[src/rtl/ieee754_div_pkg.sv]
// Shared definitions for the IEEE-754 mantissa divider.
// Holds the default mantissa width (hidden bit included) and the
// sequencer state encoding used by mant_div_seq.
package ieee754_div_pkg;

    localparam int MANT_W_DEF = 24;

    typedef enum logic [1:0] {
        ST_IDLE = 2'd0,
        ST_LOAD = 2'd1,
        ST_DIV  = 2'd2,
        ST_DONE = 2'd3
    } div_state_t;

endpackage

[src/rtl/mant_div_seq.sv]
// Sequential restoring divider for normalized floating-point mantissas.
// Produces one quotient bit per cycle, MSB first, on a serial strobe that
// feeds a quotient shift register owned by the parent block.
//
// Ports:
//   clk       clock, rising edge
//   rst       synchronous active-high reset
//   start     request a division (honoured only while idle)
//   dividend  normalized dividend mantissa (hidden bit at MANT_W-1)
//   divisor   normalized divisor mantissa
//   busy      high from LOAD through the last DIV cycle
//   done      one-cycle completion pulse
//   err       divisor was zero (held until the next accepted start)
//   q_ld      parallel-load strobe for the downstream quotient register
//   q_in      parallel-load value (always zero)
//   q_sld     shift strobe for the downstream quotient register
//   q_sin     serial quotient bit, valid while q_sld is high
//   sticky    final remainder was nonzero (held until the next start)
import ieee754_div_pkg::*;

module mant_div_seq #(
    parameter int MANT_W = MANT_W_DEF
) (
    input  logic              clk,
    input  logic              rst,
    input  logic              start,
    input  logic [MANT_W-1:0] dividend,
    input  logic [MANT_W-1:0] divisor,
    output logic              busy,
    output logic              done,
    output logic              err,
    output logic              q_ld,
    output logic [MANT_W-1:0] q_in,
    output logic              q_sld,
    output logic              q_sin,
    output logic              sticky
);

    localparam int CNT_W = (MANT_W > 1) ? $clog2(MANT_W) : 1;

    div_state_t        state, state_nxt;
    logic [MANT_W:0]   r_q;
    logic [MANT_W-1:0] d_q;
    logic [CNT_W-1:0]  cnt;
    logic              r_ge;
    logic              last_step;
    logic [MANT_W:0]   r_step;

    // One restoring step: subtract when the divisor fits, then shift left.
    // With both operands normalized R stays below 2*D, so the MSB of the
    // shifted result is never lost.
    function automatic logic [MANT_W:0] rem_step(input logic [MANT_W:0]   r,
                                                 input logic [MANT_W-1:0] d);
        logic [MANT_W:0] t;
        t = (r >= {1'b0, d}) ? (r - {1'b0, d}) : r;
        return {t[MANT_W-1:0], 1'b0};
    endfunction

    assign r_ge      = (r_q >= {1'b0, d_q});
    assign r_step    = rem_step(r_q, d_q);
    assign last_step = (cnt == CNT_W'(MANT_W - 1));
    assign q_in      = '0;

    // Next-state and Moore-style strobe decode.
    always_comb begin
        state_nxt = state;
        busy      = 1'b0;
        done      = 1'b0;
        q_ld      = 1'b0;
        q_sld     = 1'b0;
        q_sin     = 1'b0;
        case (state)
            ST_IDLE: begin
                if (start) begin
                    state_nxt = (divisor == '0) ? ST_DONE : ST_LOAD;
                end
            end
            ST_LOAD: begin
                busy      = 1'b1;
                q_ld      = 1'b1;
                state_nxt = ST_DIV;
            end
            ST_DIV: begin
                busy  = 1'b1;
                q_sld = 1'b1;
                q_sin = r_ge;
                if (last_step) begin
                    state_nxt = ST_DONE;
                end
            end
            ST_DONE: begin
                done      = 1'b1;
                state_nxt = ST_IDLE;
            end
            default: state_nxt = ST_IDLE;
        endcase
    end

    // Control state, remainder, step counter and status flags.
    always_ff @(posedge clk) begin
        if (rst) begin
            state  <= ST_IDLE;
            r_q    <= '0;
            cnt    <= '0;
            err    <= 1'b0;
            sticky <= 1'b0;
        end else begin
            state <= state_nxt;
            case (state)
                ST_IDLE: begin
                    if (start) begin
                        r_q    <= {1'b0, dividend};
                        sticky <= 1'b0;
                        err    <= (divisor == '0);
                    end
                end
                ST_LOAD: begin
                    cnt <= '0;
                end
                ST_DIV: begin
                    r_q <= r_step;
                    cnt <= cnt + 1'b1;
                    if (last_step) begin
                        sticky <= (r_step != '0);
                    end
                end
                default: ;
            endcase
        end
    end

    // Divisor is pure data: captured on acceptance, no reset needed.
    always_ff @(posedge clk) begin
        if (state == ST_IDLE && start) begin
            d_q <= divisor;
        end
    end

endmodule

[config.mk]
export PLATFORM = sky130hd
export DESIGN_NAME = mant_div_seq
export DESIGN_NICKNAME = d
export VERILOG_FILES = /design/src/rtl/ieee754_div_pkg.sv /design/src/rtl/mant_div_seq.sv
export SDC_FILE = /design/constraint.sdc
export NUM_CORES = 1
export LEC_CHECK = 0
export ABC_AREA = 1
export ABC_CLOCK_PERIOD_IN_PS = 3500
export CORE_UTILIZATION = 55
export DETAILED_ROUTE_END_ITERATION = 8
export GPL_TIMING_DRIVEN = 1
export PLACE_DENSITY_LB_ADDON = 0.3
export REMOVE_ABC_BUFFERS = 1
export SYNTH_ARGS = -nofsm -noshare
export SYNTH_HDL_FRONTEND = slang
export SYNTH_SLANG_ARGS = --single-unit
[constraint.sdc]
create_clock -name clk -period 3.5 [get_ports clk]
set_input_delay 1.05 -clock clk [delete_from_list [all_inputs] [get_ports clk]]
set_output_delay 1.05 -clock clk [all_outputs]
set_load 0.01 [all_outputs]
==> reports/results.ini, run 1 <==
[grt]
use_met1 = 0.412
grt_max_degree = 30
met2_usage = 0.551
grtUsageMet3 = 0.0482
antenna_found_initial = 1
grt_use_total = 0.323
grt_remaining_overflow = 0
grt-busiest-layer = met2
grt_pass1_wl_um = 22100
grt_pass1_vias = 4610

[run_status]
outcome = finished, final reports clean

[power]
pwr-share-seq = 0.226
finalPower_uw = 4730
p_int_uw = 2350
netSwitchingFraction = 0.504
pwr-share-comb = 0.633
power_density_nw_per_um2 = 802
switching_power_uw = 2390
clockPowerShare = 0.142
p_leak_uw = 0.00295
ir_drop_mv = 0.464

[route]
firstDrtPassIters = 5
via_count = 4970
wl_um = 14400
routed_via_density = 5.26
detail_route.iter0.violations = 371
ant_nets = 0
routedWlPerCell_um = 15.3
drc_errors = 0

[finish]
diodes = 0
drive_gt1_frac = 0.0989
fin_cells = 944
fin_nets = 915
fill_cells = 758
synthToLayoutAreaGrowth_pct = 21.0

[sta]
drv_slew = 0
finalSetupTns_ns = 0
fin_skew_ns = 0.0119
hold_slack_ns = 0.476
period_needed_ns = 3.17
grt_setup_unrepaired = no
hold_viol_final = 0
maxSlewHeadroom = 0.625
min_period_over_period = 0.905
finalWorstSetupSlack_ns = 0.332
tightest_slew_ns = 0.556
setup_viol = 0
fmax_ghz = 0.316

[setup_path]
r2r-start = d_q[22]
worst-endpoint-required_ns = 2.45
reg2reg_depth = 18
crit_end = q_sin
worst-path-max-fanout = 6
reg2reg_to = sticky
r2r_slack_ns = 0.58
end_kind = output pin
cp.arrival_ns = 2.12
cp-startpoint = d_q[8]
crit_type = flip-flop to output pin
setup.worst_path.start_class = flip-flop

[place]
routabilityCongestion = 0.975
dp.cells = 927
portBuffers = 57
place_ws_ns = 0.331
dpl.hpwl_um = 10800

[yosys]
synth_area_um2 = 4880
netlist_instances = 773
synth-xor-area-share = 0.0162
yosys.area_share.simple = 0.386
synthMuxAreaShare = 0
synth_compound_area_frac = 0.0767
synth_top_family_by_area = simple AND/OR/NAND/NOR gates
ys_seq_area_frac = 0.287
ys_warn_count = 0
synthAdderAreaFrac = 0.0785
yosysUniqueCellTypes = 39
syn_area_per_cell_um2 = 6.31
ys_seq_elements = 58

[job]
cap_violations = 0

[cts]
cts_root_buf = clkbuf_8
clock_path_buffers = 2
cts.clk_slew.worst_paths_ns = 0.08
numCtsBuffers = 9
clock_sinks = 58
ctsHoldBuffers = 0
cts-htree-levels = 3
cts_tree = built
clkLatencyLatePin_ns = 0.36

[die]
fp.dieW_um = 96.2
ios = 82
floorplan.initialDensity = 0.582
die_h_um = 96.2
core_area_um2 = 8380
die_area_um2 = 9250
row_count = 33

[hold_path]
min_path_type = flip-flop to flip-flop

## worst max-delay path, cell delays in order (launching register included)
cell            delay, ns
edfxtp_1             0.37
inv_1                0.14
ha_4                 0.23
nand2_2              0.12
inv_1                0.05
nand2_1              0.06
nand2_1              0.08
inv_1                0.07
nand3_2              0.13
nand2_2              0.16
nand3_4              0.09
nand2_1              0.07
inv_1                0.03
dlymetal6s2s_1       0.16
## stage by stage
stage,cell area [um^2],util
after floorplan,4680,-
after global placement,5460,0.651
after detailed placement,5460,0.651
after CTS,5790,0.691
after global routing,5900,0.704
final,5900,0.704
## worst min-delay path by stage
stage,slack (ns),cells after the start,endpoint,start
2_1_floorplan,0.43,2,r_q[0],r_q[0]
3_3_place_gp,0.45,2,r_q[0],r_q[0]
3_5_place_dp,0.47,2,r_q[0],r_q[0]
4_1_cts,0.48,2,r_q[0],r_q[0]
5_1_grt,0.49,2,r_q[0],r_q[0]
6_report,0.48,2,r_q[0],r_q[0]
## metal layers
layer | wire length [um] | vias up
met2 | 6870 | 215
met4 | 308 | 2
met5 | 12 | -
li1 | - | 2498
met1 | 6290 | 2225
met3 | 960 | 30
## flip-flops by register name, summed over array words and instances (netlist names)
signal  cells
cnt         5
sticky      1
err         1
d_q        24
r_q        25
state       2
## timing repair
| item | 4_1_cts | 5_1_grt |
|---|---|---|
| gates resized for setup | 17 | 15 |
| pin swaps | 1 | 1 |
| setup endpoints to repair | 1 | 1 |
| buffers inserted | 0 | 1 |
## layout by cell type, fill, tap and decap left out, drive strengths merged, types with 2 or more instances in the layout
master,instances
nor4,6
o21ai,29
nand3b,4
edfxtp,24
nand3,37
nor3,9
dfxtp,34
inv,124
nand2,264
nand4,11
or2,3
nor2,104
a21oi,40
clkdlybuf4s50,56
clkbuf,13
conb,24
buf,10
ha,29
xor2,9
clkinv,2
## cell usage after synthesis (all sizes together)
cell type	instances	area share
buf	28	0.046
a31oi	1	0.0013
nand4	11	0.014
nand2	264	0.21
or2	3	0.0038
fa	1	0.0041
a21oi	40	0.042
nor4	6	0.0077
ha	29	0.074
nor2	104	0.088
and3	1	0.0013
o21ai	29	0.030
o21bai	1	0.0015
clkbuf	12	0.013
o221a	1	0.0023
nand3b	4	0.0062
edfxtp	24	0.15
inv	123	0.096
conb	1	0.00077
xor2	9	0.016
nor3	9	0.012
dfxtp	34	0.14
and2	1	0.0013
nand3	37	0.042
## cells by family (layout without fill, tap and decap cells)
logic type,after synthesis,count (layout)
AOI/OAI and AO/OA,72,72
xor gates and xnor gates,9,9
adders and majority gates,30,30
buffers and inverters,163,206
DFF,58,58
other,1,24
and+or+nand+nor,440,440
## cell type report
cell class	count	area, um^2	area share
flip-flops and latches	58	1400	0.237
clock inverters	3	16.3	0.00276
inverters	123	467	0.0791
repair buffers	67	661	0.112
multi-input cells	575	3040	0.514
well taps	105	131	0.0223
clock buffers	13	191	0.0324
## power groups by stage
stage	clock network (uW)	registers, uW	logic (uW)
global route	697	1090	3300
finish	672	1070	3000
global placement	0	1040	2660
detailed placement	0	1050	2720
floorplan	0	1010	1900
CTS	677	1050	2840
(Power assumes the default switching activity.)
==> inputs of run 2 (changes only) <==
- ABC_CLOCK_PERIOD_IN_PS: 3500 -> 2800
- CAP_MARGIN: not set -> 40
- CORE_UTILIZATION: 55 -> 49
- CTS_CLUSTER_DIAMETER: not set -> 120
- clock period: 3.5 -> 2.8 ns (I/O delays scaled with it)
==> reports/results.ini, run 2 (synthesized netlist as in run 1, its figures left out) <==
[run_status]
outcome = finished, final reports clean  ; unchanged

[power]
p_leak_uw = 0.00320  ; was 0.00295 uW
power_density_nw_per_um2 = 994  ; was 802 nW/um^2
ir_drop_mv = 0.551  ; was 0.464 mV
finalPower_uw = 6430  ; was 4730 uW

[sta]
maxSlewHeadroom = 0.653  ; was 0.625
drv_slew = 0  ; unchanged
grt_setup_unrepaired = yes  ; was no
fin_skew_ns = 0.00655  ; was 0.0119 ns
fmax_ghz = 0.362
tightest_slew_ns = 0.515  ; was 0.556 ns
hold_viol_final = 0  ; unchanged
period_needed_ns = 2.76
setup_viol = 0  ; unchanged
min_period_over_period = 0.987
hold_slack_ns = 0.477  ; was 0.476 ns

[finish]
regMostFlops = r_q  ; unchanged
drive_gt1_frac = 0.191  ; was 0.0989
fin_cells = 1028  ; was 944
top_regs = r_q: 25 flops, d_q: 24 flops, cnt: 5 flops  ; unchanged
mostFrequentLayoutCells = 234 x nand2_1, 108 x inv_1, 89 x nor2_1  ; was 246 x nand2_1, 120 x inv_1, 94 x nor2_1
final_area_um2 = 6460  ; was 5900 um^2
synthToLayoutAreaGrowth_pct = 32.5  ; was 21.0%
layout_commonest_cell = nand2_1  ; unchanged
diodes = 0  ; unchanged
fill_cells = 916  ; was 758
final_core_util = 0.664  ; was 0.704
largest_reg_flops = 25  ; unchanged
fin_nets = 971  ; was 915

[route]
wl_um = 14500  ; was 14400 um
dr_wl_met3_um = 728  ; was 960 um
ant_nets = 0  ; unchanged
wl_met2_um = 6780  ; was 6870 um
met1Wirelength_um = 6620  ; was 6290 um
routedWlPerCell_um = 14.1  ; was 15.3 um
firstDrtPassIters = 5  ; unchanged
detail_route.iter0.violations = 274  ; was 371
topRoutingLayerUsed = met4  ; was met5
drc_errors = 0  ; unchanged
routed_via_density = 4.92  ; was 5.26
via_count = 5057  ; was 4970

[grt]
grt_remaining_overflow = 0  ; unchanged
grt_pass1_wl_um = 22400  ; was 22100 um
grt_pass1_vias = 4721  ; was 4610
grt_max_degree = 26  ; was 30
grt_use_total = 0.288  ; was 0.323
antenna_found_initial = 1  ; unchanged

[place]
portBuffers = 57  ; unchanged
dpl.hpwl_um = 11200  ; was 10800 um
placed_area_um2 = 5880  ; was 5460 um^2
routabilityCongestion = 0.963  ; was 0.975
dp.cells = 1008  ; was 927

[die]
die_h_um = 102  ; was 96.2 um
die_area_um2 = 10400  ; was 9250 um^2
row_count = 36  ; was 33
floorplan.initialDensity = 0.501  ; was 0.582
core_area_um2 = 9730  ; was 8380 um^2
ios = 82  ; unchanged
fp.dieW_um = 102  ; was 96.2 um

[setup_path]
slowest_stage = edfxtp_1  ; unchanged
r2r-start = d_q[7]  ; was d_q[22]
critical_path.cell_chain = inv_1 > ha_4 > nand2_2 > inv_1 > nand2_1 > nand2_1 > inv_1 > nand3_2 > nand2_2 > nand3_4 > nand2_2 > inv_2 > buf_6  ; was inv_1 > ha_4 > nand2_2 > inv_1 > nand2_1 > nand2_1 > inv_1 > nand3_2 > nand2_2 > nand3_4 > nand2_1 > inv_1 > dlymetal6s2s_1
reg2reg_depth = 20  ; was 18
end_kind = output pin  ; unchanged
r2r_slack_ns = 0.14  ; was 0.58 ns
worst-endpoint-required_ns = 1.96  ; was 2.45 ns
cpPeakStageDelay_ns = 0.37  ; about the same
reg2reg_to = sticky  ; unchanged
cp.arrival_ns = 1.92  ; was 2.12 ns
setup.worst_path.start_class = flip-flop  ; unchanged
worst-path-max-fanout = 3  ; was 6
crit_type = flip-flop to output pin  ; unchanged

[job]
cap_violations = 0  ; unchanged

[cts]
cts_tree = built  ; unchanged
cts.clk_slew.worst_paths_ns = 0.07  ; was 0.08 ns
clkLatencyLatePin_ns = 0.35  ; was 0.36 ns
clock_path_buffers = 2  ; unchanged
numCtsBuffers = 9  ; unchanged
cts_root_buf = clkbuf_8  ; unchanged
clock_sinks = 58  ; unchanged
cts-htree-levels = 3  ; unchanged

[hold_path]
min-delay-start = r_q[0]  ; unchanged
worstHoldEndpoint = r_q[0]  ; unchanged
min_path_type = flip-flop to flip-flop  ; unchanged
holdPathStages = 2  ; unchanged

-- run 2: changes by cell type in the layout (fill, tap and decap cells not counted), sizes merged --
| cell | change |
|---|---|
| dlymetal6s2s | -1 |
| clkbuf | +2 |
| inv | -1 |
| clkinv | -1 |
| buf | +57 |
-- run 2: repair_timing --
action	in CTS	in global routing
buffers inserted	0	4
hold buffers	0	0
resized for setup	23	48
setup endpoints to repair	1	2
pin swaps	3	14
-- run 2: per-layer routing --
layer,vias up,GRT usage
li1,2592,-
met2,160,0.488
met5,-,0
met4,0,0.101
met1,2282,0.373
met3,23,0.0428
-- run 2: how the worst max path moves through the flow --
| stage | startpoint | endpoint | depth (start not counted) | slack [ns] |
|---|---|---|---|---|
| CTS | d_q[7] | q_sin | 13 | 0.008 |
| global route | d_q[7] | q_sin | 13 | -0.04 |
| detailed placement | d_q[16] | q_sin | 11 | -0.09 |
| global placement | d_q[16] | q_sin | 11 | -0.08 |
| finish | d_q[7] | q_sin | 13 | 0.04 |
| floorplan | state[0] | r_q[10] | 8 | 0.15 |
-- run 2: metrics by stage --
stage	worst slack [ns]	setup TNS [ns]
4_1_cts	0.00807	0
3_5_place_dp	-0.0907	-0.0907
2_1_floorplan	0.149	0
6_report	0.0350	0
3_3_place_gp	-0.0755	-0.0755
5_1_grt	-0.0436	-0.0793
-- run 2: cell type report --
cell class	count	area, um^2	area share
inverter	123	467	0.0722
multi-input combinational	575	3170	0.490
sequential	58	1400	0.217
timing repair buffer	123	1070	0.165
clock inverter	1	5.00	0.000774
tap	133	166	0.0257
clock buffer	15	188	0.0290
-- run 2: power breakdown --
part	switching (uW)	internal, uW	total, uW
logic	2530	1800	4330
registers	195	1140	1330
clock network	348	424	771
-- run 2: critical path, delay by kind of cell, from the launching register on --
kind	cells	cell delay [ns]
simple gates	7	0.60
fa+ha+maj	1	0.23
buf+inv	5	0.38
flops	1	0.37
==> inputs of run 3 (changes only) <==
- CAP_MARGIN: 40 -> 10
- CTS_BUF_LIST: not set -> sky130_fd_sc_hd__clkbuf_16
==> reports/results.ini, run 3 (synthesized netlist as in run 1, its figures left out) <==
[run_status]
outcome = finished, final reports clean  ; unchanged

[sta]
drv_slew = 0  ; unchanged
fmax_ghz = 0.366  ; was 0.362 GHz
setup_viol = 0  ; unchanged
period_needed_ns = 2.73  ; was 2.76 ns
fin_skew_ns = 0.00782  ; was 0.00655 ns
min_period_over_period = 0.975  ; was 0.987
tightest_slew_ns = 0.513  ; was 0.515 ns
maxSlewHeadroom = 0.654  ; was 0.653
grt_setup_unrepaired = yes  ; unchanged
hold_viol_final = 0  ; unchanged
finalSetupTns_ns = 0  ; unchanged

[finish]
synthToLayoutAreaGrowth_pct = 34.3  ; was 32.5%
mostFrequentLayoutCells = 238 x nand2_1, 114 x inv_1, 91 x nor2_1  ; was 234 x nand2_1, 108 x inv_1, 89 x nor2_1
final_core_util = 0.674  ; was 0.664
regMostFlops = r_q  ; unchanged
final_area_um2 = 6550  ; was 6460 um^2
fin_cells = 1030  ; was 1028
fill_cells = 905  ; was 916
fin_nets = 973  ; was 971
diodes = 0  ; unchanged
multiInputGateArea_um2 = 3160  ; was 3170 um^2
top_regs = r_q: 25 flops, d_q: 24 flops, cnt: 5 flops  ; unchanged
ff_latch_area_um2 = 1400  ; unchanged
largest_reg_flops = 25  ; unchanged
layout_commonest_cell = nand2_1  ; unchanged
drive_gt1_frac = 0.181  ; was 0.191

[setup_path]
setup.worst_path.start_class = flip-flop  ; unchanged
slowest_stage = dfxtp_1  ; was edfxtp_1
worst-endpoint-required_ns = 1.96  ; about the same
cpPeakStageDelay_ns = 0.44  ; was 0.37 ns
reg2reg_depth = 19  ; was 20
worst-path-max-fanout = 4  ; was 3
crit_type = flip-flop to output pin  ; unchanged
cp.arrival_ns = 1.89  ; was 1.92 ns
crit_top_cell = nand2_2
critical_path.cell_chain = ha_4 > nand2_2 > inv_1 > nand2_1 > nand2_1 > inv_1 > nand3_2 > nand2_2 > nand3_4 > nand2_2 > inv_2 > buf_6  ; was inv_1 > ha_4 > nand2_2 > inv_1 > nand2_1 > nand2_1 > inv_1 > nand3_2 > nand2_2 > nand3_4 > nand2_2 > inv_2 > buf_6
end_kind = output pin  ; unchanged

[die]
ios = 82  ; unchanged
fp.dieW_um = 102  ; unchanged
row_count = 36  ; unchanged
core_area_um2 = 9730  ; unchanged
die_h_um = 102  ; unchanged
die_area_um2 = 10400  ; unchanged
floorplan.initialDensity = 0.501  ; unchanged

[hold_path]
holdPathStages = 2  ; unchanged
min_path_type = flip-flop to flip-flop  ; unchanged

[place]
placed_area_um2 = 5880  ; unchanged
dpl.hpwl_um = 11200  ; unchanged
dp.cells = 1008  ; unchanged
routabilityCongestion = 0.963  ; unchanged
portBuffers = 57  ; unchanged

[route]
routed_via_density = 4.96  ; was 4.92
ant_nets = 0  ; unchanged
routedWlPerCell_um = 14.3  ; was 14.1 um
firstDrtPassIters = 5  ; unchanged
via_count = 5107  ; was 5057
drc_errors = 0  ; unchanged
wl_um = 14700  ; was 14500 um
detail_route.iter0.violations = 333  ; was 274

[grt]
grt_use_total = 0.293  ; was 0.288
antenna_found_initial = 1  ; unchanged
grt_pass1_wl_um = 22700  ; was 22400 um
grt_remaining_overflow = 0  ; unchanged
grt_pass1_vias = 4717  ; was 4721
grt_max_degree = 26  ; unchanged

[cts]
cts_root_buf = clkbuf_16  ; was clkbuf_8
cts.clk_slew.worst_paths_ns = 0.06  ; was 0.07 ns
clock_sinks = 58  ; unchanged
clkLatencyLatePin_ns = 0.33  ; was 0.35 ns
cts-htree-levels = 3  ; unchanged
clock_path_buffers = 2  ; unchanged
ctsHoldBuffers = 0  ; unchanged
numCtsBuffers = 9  ; unchanged
cts_tree = built  ; unchanged

[power]
power_density_nw_per_um2 = 1030  ; was 994 nW/um^2
p_leak_uw = 0.00327  ; was 0.00320 uW
ir_drop_mv = 0.600  ; was 0.551 mV
finalPower_uw = 6720  ; was 6430 uW

[job]
cap_violations = 0  ; unchanged

[run 3: final timing paths]
| path | start | end | slack, ns |
|---|---|---|---|
| max | r_q[8] | q_sin | 0.07 |
| min | r_q[0] | r_q[0] | 0.48 |
| max reg2reg | r_q[8] | sticky | 0.16 |
| min reg2reg | r_q[0] | r_q[0] | 0.48 |
[run 3: report_power, final]
part | internal, uW | total, uW | switching [uW]
registers | 1140 | 1330 | 193
logic | 1810 | 4370 | 2550
clock network | 634 | 1020 | 389
[run 3: repair_timing]
action | in CTS | in global routing
setup buffers | 0 | 6
pin swaps | 4 | 16
resized for setup | 21 | 43
endpoints found under the setup margin | 1 | 2
gates cloned | 0 | 0
[run 3: stage by stage]
stage	hold WS [ns]	setup WS (ns)
final	0.475	0.0697
after global routing	0.503	-0.0292
after CTS	0.475	0.0336
after detailed placement	0.468	-0.0907
after global placement	0.454	-0.0755
after floorplan	0.435	0.149
[run 3: metal layers]
metal | GRT usage | share of wire | wire, um | up-vias
met1 | 0.378 | 0.46 | 6700 | 2315
met2 | 0.496 | 0.47 | 6930 | 174
met5 | 0 | 0 | 0 | -
li1 | - | - | - | 2602
met4 | 0.0936 | 0.018 | 271 | 0
met3 | 0.0490 | 0.054 | 790 | 16
[run 3: critical path: cells and delay by family, from the launching register on]
family	cells	cell delay [ns]
buffers and inverters	4	0.28
adders and majority gates	1	0.25
and+or+nand+nor	7	0.61
DFF	1	0.44
[run 3: area by class of cell]
type                       count  share of cell area
multi-input combinational    575               0.482
sequential                    58               0.214
timing repair buffer         125               0.165
inverter                     123              0.0716
clock buffer                  10              0.0382
tap                          133              0.0254
clock inverter                 6             0.00363
